$ cat config.mk
export PLATFORM = sky130hd
export DESIGN_NAME = edge_pulse_gen
export DESIGN_NICKNAME = d
export VERILOG_FILES = /design/src/rtl/edge_gen_pkg.sv /design/src/rtl/hold_counter.sv /design/src/rtl/edge_pulse_gen.sv
export SDC_FILE = /design/constraint.sdc
export NUM_CORES = 1
export LEC_CHECK = 0
export CORE_MARGIN = 2
export CORE_UTILIZATION = 48
export DETAILED_ROUTE_END_ITERATION = 10
export GPL_TIMING_DRIVEN = 1
export PLACE_DENSITY_LB_ADDON = 0.2
export SKIP_LAST_GASP = 1
export SLEW_MARGIN = 30
export SYNTH_ARGS = -nofsm -noshare
export SYNTH_HDL_FRONTEND = slang
export SYNTH_SLANG_ARGS = --single-unit
$ cat constraint.sdc
create_clock -name clock -period 2 [get_ports clock]
set_input_delay 0.3 -clock clock [delete_from_list [all_inputs] [get_ports clock]]
set_output_delay 0.3 -clock clock [all_outputs]
set_load 0.01 [all_outputs]
$ cat src/rtl/edge_gen_pkg.sv
// Shared types for the edge pulse generator: command kinds, FSM states and
// the redundant-command helper.
package edge_gen_pkg;

  typedef enum logic [1:0] {
    CmdRise   = 2'd0,
    CmdFall   = 2'd1,
    CmdToggle = 2'd2,
    CmdGlitch = 2'd3
  } cmd_kind_e;

  typedef enum logic [1:0] {
    StIdle       = 2'd0,
    StHold       = 2'd1,
    StGlitchHi   = 2'd2,
    StGlitchHold = 2'd3
  } gen_state_e;

  // A RISE onto a high line or a FALL onto a low line changes nothing.
  function automatic logic is_redundant(cmd_kind_e kind, logic level);
    return ((kind == CmdRise) && level) || ((kind == CmdFall) && !level);
  endfunction

endpackage

$ cat src/rtl/hold_counter.sv
// Loadable down-counter with a zero flag; saturates at zero instead of wrapping.
module hold_counter #(
  parameter int unsigned HOLD_W = 8
) (
  input  logic              clk_i,
  input  logic              rst_i,
  input  logic              load_i,
  input  logic [HOLD_W-1:0] load_val_i,
  input  logic              dec_i,
  output logic [HOLD_W-1:0] count_o,
  output logic              zero_o
);

  logic [HOLD_W-1:0] count_q, count_d;

  always_comb begin
    count_d = count_q;
    if (load_i) begin
      count_d = load_val_i;
    end else if (dec_i && (count_q != '0)) begin
      count_d = count_q - HOLD_W'(1);
    end
  end

  always_ff @(posedge clk_i) begin
    if (rst_i) begin
      count_q <= '0;
    end else begin
      count_q <= count_d;
    end
  end

  assign count_o = count_q;
  assign zero_o  = (count_q == '0);

endmodule

$ cat src/rtl/edge_pulse_gen.sv
// Command-driven level generator: sets, clears, toggles or glitches sig_out and
// holds it for a programmable number of cycles before accepting the next command.
module edge_pulse_gen
  import edge_gen_pkg::*;
#(
  parameter int unsigned HOLD_W     = 8,
  parameter logic        IDLE_LEVEL = 1'b0
) (
  input  logic              clock,
  input  logic              reset,
  input  logic              cmd_valid,
  output logic              cmd_ready,
  input  logic [1:0]        cmd_kind,
  input  logic [HOLD_W-1:0] cmd_hold,
  output logic              sig_out,
  output logic              edge_issued,
  output logic              err_redundant,
  output logic              busy
);

  gen_state_e        state_q, state_d;
  logic              sig_q, sig_d;
  logic              sig_prev_q;
  logic              err_q, err_d;
  logic              cnt_load, cnt_dec, cnt_zero;
  logic [HOLD_W-1:0] cnt_value;
  cmd_kind_e         kind;

  assign kind = cmd_kind_e'(cmd_kind);

  hold_counter #(
    .HOLD_W(HOLD_W)
  ) u_hold_counter (
    .clk_i     (clock),
    .rst_i     (reset),
    .load_i    (cnt_load),
    .load_val_i(cmd_hold),
    .dec_i     (cnt_dec),
    .count_o   (cnt_value),
    .zero_o    (cnt_zero)
  );

  always_comb begin
    state_d  = state_q;
    sig_d    = sig_q;
    err_d    = 1'b0;
    cnt_load = 1'b0;
    cnt_dec  = 1'b0;

    unique case (state_q)
      StIdle: begin
        if (cmd_valid) begin
          cnt_load = 1'b1;
          err_d    = is_redundant(kind, sig_q);
          unique case (kind)
            CmdRise: begin
              sig_d   = 1'b1;
              state_d = StHold;
            end
            CmdFall: begin
              sig_d   = 1'b0;
              state_d = StHold;
            end
            CmdToggle: begin
              sig_d   = ~sig_q;
              state_d = StHold;
            end
            CmdGlitch: begin
              sig_d   = ~sig_q;
              state_d = StGlitchHi;
            end
          endcase
        end
      end
      StHold: begin
        if (cnt_zero) begin
          state_d = StIdle;
        end else begin
          cnt_dec = 1'b1;
        end
      end
      StGlitchHi: begin
        // The glitch has lasted hold+1 cycles once the counter reaches zero.
        if (cnt_zero) begin
          sig_d   = ~sig_q;
          state_d = StGlitchHold;
        end else begin
          cnt_dec = 1'b1;
        end
      end
      StGlitchHold: begin
        state_d = StIdle;
      end
    endcase
  end

  always_ff @(posedge clock) begin
    if (reset) begin
      state_q    <= StIdle;
      sig_q      <= IDLE_LEVEL;
      sig_prev_q <= IDLE_LEVEL;
      err_q      <= 1'b0;
    end else begin
      state_q    <= state_d;
      sig_q      <= sig_d;
      sig_prev_q <= sig_q;
      err_q      <= err_d;
    end
  end

  assign cmd_ready     = (state_q == StIdle);
  assign busy          = ~cmd_ready;
  assign sig_out       = sig_q;
  // Reset loads both copies with the same level, so a reset never yields an edge.
  assign edge_issued   = sig_q ^ sig_prev_q;
  assign err_redundant = err_q;

  // cnt_value is kept visible for debug; the FSM only needs the zero flag.
  logic cnt_value_unused;
  assign cnt_value_unused = ^cnt_value;

  a_edge_err_exclusive: assert property (@(posedge clock) !(edge_issued && err_redundant));

endmodule

==> results.py <==
metrics = {
    "sta": {
        "hold_viol_final": 0,
        "tightestPinTransition_ps": 413,
        "worst_slew_margin_rel_pct": 72.4,
        "clock.fmax_ghz": 0.526,
        "setup_tns_ps": 0,
        "layout_min_cycle_time_ps": 1900,
        "grt_setup_unrepaired": "false",
        "fin_worst_hold_slack_ps": 515,
        "finalMaxSlewViolations": 0,
        "setup_violations": 0,
        "final_min_period_over_clock_period_pct": 95.1,
        "final.setup_skew_ps": 7.05,
    },
    "logic_synthesis": {
        "cell_type_with_the_highest_aggregate_area_in_the_netlist": "sky130_fd_sc_hd__dfxtp_1",
        "cell_area_after_synthesis_um2": 806,
        "syn_area_per_cell_um2": 8.31,
        "synth.top_cells.by_area": "sky130_fd_sc_hd__dfxtp_1, sky130_fd_sc_hd__ha_1, sky130_fd_sc_hd__o21ai_0, sky130_fd_sc_hd__nor2_1, sky130_fd_sc_hd__a211oi_1",
        "synthesis.instances": 97,
        "yosys_warnings": 0,
        "postSynthRegisterBits": 13,
        "synth_cell_type_count": 30,
        "yosysTopAreaCellShare_pct": 32.3,
        "synth_nets": 116,
        "synth_sequential_area_ratio_pct": 32.3,
    },
    "route": {
        "vias": 747,
        "dr.first_iter.drc_count": 20,
        "firstDrtPassIters": 4,
        "avgViaCountPerCell": 5.62,
        "route.final.wire_length_um": 1650,
        "route.antenna.remaining_nets": 0,
        "wl_per_cell_um": 12.4,
        "drcViolationCount": 0,
    },
    "finish": {
        "layout.cells.most_common": "sky130_fd_sc_hd__clkdlybuf4s50_1",
        "final_cells": 133,
        "filler_cell_count": 151,
        "num_antenna_cells": 0,
        "drive_gt1_share_pct": 9.40,
        "flow.area_growth_from_synthesis_pct": 26.9,
        "total_nets_final": 137,
        "final_cell_mix": "sky130_fd_sc_hd__clkdlybuf4s50_1, sky130_fd_sc_hd__dfxtp_1, sky130_fd_sc_hd__nor2_1, sky130_fd_sc_hd__o21ai_0, sky130_fd_sc_hd__inv_1",
    },
    "pwr": {
        "finalPower_mw": 1.63,
        "max-vdd-ir-drop_mv": 0.843,
        "powerDensity_nw_per_um2": 1590,
        "p_leak_nw": 0.390,
    },
    "worst_setup_path": {
        "critical_path.startpoint_type": "flip-flop",
        "critPathMaxFanout": 5,
        "crit_path_end_kind": "primary output",
        "crit_arrival_ps": 1600,
        "setup.reg_to_reg.worst_slack_ps": 230,
        "criticalPathCategory": "flip-flop to primary output",
        "required_ps": 1700,
    },
    "floorplanning": {
        "start_util_pct": 52.3,
        "die_x_um": 45.0,
        "die-height_um": 45.0,
        "rows": 14,
        "core_region_area_um2": 1540,
        "floorplan.io_pins": 18,
        "die_area_um2": 2020,
    },
    "global_routing": {
        "antenna_violations_before_repair": 0,
        "grt_start_max_net_pins": 12,
        "grt_overflow": 0,
        "grt_pass1_vias": 670,
        "track_usage_pct": 20.0,
        "wire_length_of_the_first_global_routing_pass_um": 2840,
    },
    "clock_network": {
        "ctsRootBufferMaster": "sky130_fd_sc_hd__clkbuf_4",
        "tritoncts": "done",
        "ctsHtreeMaxLevel": 1,
        "cts_buf_count": 3,
        "number_of_buffers_inserted_for_hold_repair_after_clock_tree_synthesis": 0,
        "clkTransAtPathRegs_ps": 80,
        "clockBufferDepth": 2,
        "postCtsSetupRepairBufs": 0,
        "clock_latency_ps": 280,
        "cts_repair_resize_count": 0,
        "clkSinkCount": 13,
    },
    "placement": {
        "placed_cells": 129,
        "gp_congestion": 0.872,
        "io_buffer_count": 17,
        "detailed_place_hpwl_um": 1300,
    },
    "run_status": {
        "outcome": "finished, final reports clean",
    },
    "run": {
        "drv_cap": 0,
    },
    "min_path": {
        "holdCritPathClass": "flip-flop to flip-flop",
    },
}
Yosys cell counts:
cell type	instances
sky130_fd_sc_hd__a211oi_1	5
sky130_fd_sc_hd__a21boi_0	1
sky130_fd_sc_hd__a21oi_1	5
sky130_fd_sc_hd__a21oi_2	1
sky130_fd_sc_hd__a31oi_1	3
sky130_fd_sc_hd__clkbuf_1	2
sky130_fd_sc_hd__dfxtp_1	13
sky130_fd_sc_hd__ha_1	6
sky130_fd_sc_hd__inv_1	8
sky130_fd_sc_hd__mux2i_1	1
sky130_fd_sc_hd__nand2_1	5
sky130_fd_sc_hd__nand3_1	4
sky130_fd_sc_hd__nand4_1	1
sky130_fd_sc_hd__nor2_1	12
sky130_fd_sc_hd__nor2b_1	1
sky130_fd_sc_hd__nor3_2	1
sky130_fd_sc_hd__nor3_4	1
sky130_fd_sc_hd__nor3b_1	1
sky130_fd_sc_hd__nor4_1	1
sky130_fd_sc_hd__nor4b_2	1
sky130_fd_sc_hd__nor4bb_1	1
sky130_fd_sc_hd__o21ai_0	11
sky130_fd_sc_hd__o21ai_2	1
sky130_fd_sc_hd__o221ai_1	1
sky130_fd_sc_hd__o311a_1	1
sky130_fd_sc_hd__o311a_2	1
sky130_fd_sc_hd__or3_1	2
sky130_fd_sc_hd__or4b_4	1
sky130_fd_sc_hd__xnor2_1	2
sky130_fd_sc_hd__xor2_1	3
flip-flops by register name, indices dropped and copies added (netlist names):
name / cells
u_hold_counter.count_o: 8
sig_out: 1
sig_prev_q: 1
err_redundant: 1
state_q: 2
worst paths after layout:
kind	start	end	cells after the start
worst max register to register	state_q[0]$_SDFFE_PP0P_	u_hold_counter.count_o[5]$_SDFFE_PP0P_	6
worst min-delay path	state_q[0]$_SDFFE_PP0P_	state_q[0]$_SDFFE_PP0P_	2
worst min register to register	state_q[0]$_SDFFE_PP0P_	state_q[0]$_SDFFE_PP0P_	2
worst max-delay path	state_q[0]$_SDFFE_PP0P_	busy	4
report_power, final:
part           switching (mW)  leakage [nW]  internal (mW)  total, mW
Clock                  0.0863        0.0150         0.0773      0.164
Sequential              0.130         0.108          0.362      0.492
Combinational           0.504         0.268          0.468      0.972
logic make-up after synthesis:
kind of cell	count (synthesis)	share of synthesized area, %
xor gates and xnor gates	5	5.44
AOI/OAI and AO/OA	30	23.8
buffers and inverters	10	4.66
and+or+nand+nor	32	23.3
DFF	13	32.3
muxes	1	1.24
adders and majority gates	6	9.32
per-stage QoR:
stage	cell area [um2]	worst slack (ps)	util, %
after floorplan	806	482	-
after global placement	996	305	64.6
after detailed placement	996	262	64.6
after CTS	1020	86.4	66.3
after global routing	1020	16.5	66.3
final	1020	98.5	66.3
critical path: stages (launching register included):
cell and delay (ps):
sky130_fd_sc_hd__dfxtp_1 360, sky130_fd_sc_hd__inv_1 90, sky130_fd_sc_hd__ha_1 250, sky130_fd_sc_hd__inv_1 90
sky130_fd_sc_hd__clkdlybuf4s50_1 530
per-layer routing:
| metal | GRT usage, % | part of all wire [%] | up-vias |
|---|---|---|---|
| li1 | - | - | 391 |
| met1 | 25.0 | 47 | 333 |
| met2 | 31.7 | 46 | 19 |
| met3 | 4.80 | 4.9 | 4 |
| met4 | 10.6 | 2.3 | 0 |
| met5 | 0 | 0 | - |
cell type report:
type                            count  area [um2]  share of cell area [%]
Multi-Input combinational cell     74         508                    49.7
Timing Repair Buffer               18         178                    17.4
Inverter                            8        30.0                    2.94
Clock buffer                        4        26.3                    2.57
Sequential cell                    13         260                    25.5
Tap cell                           16        20.0                    1.96
(Power assumes the default switching activity.)
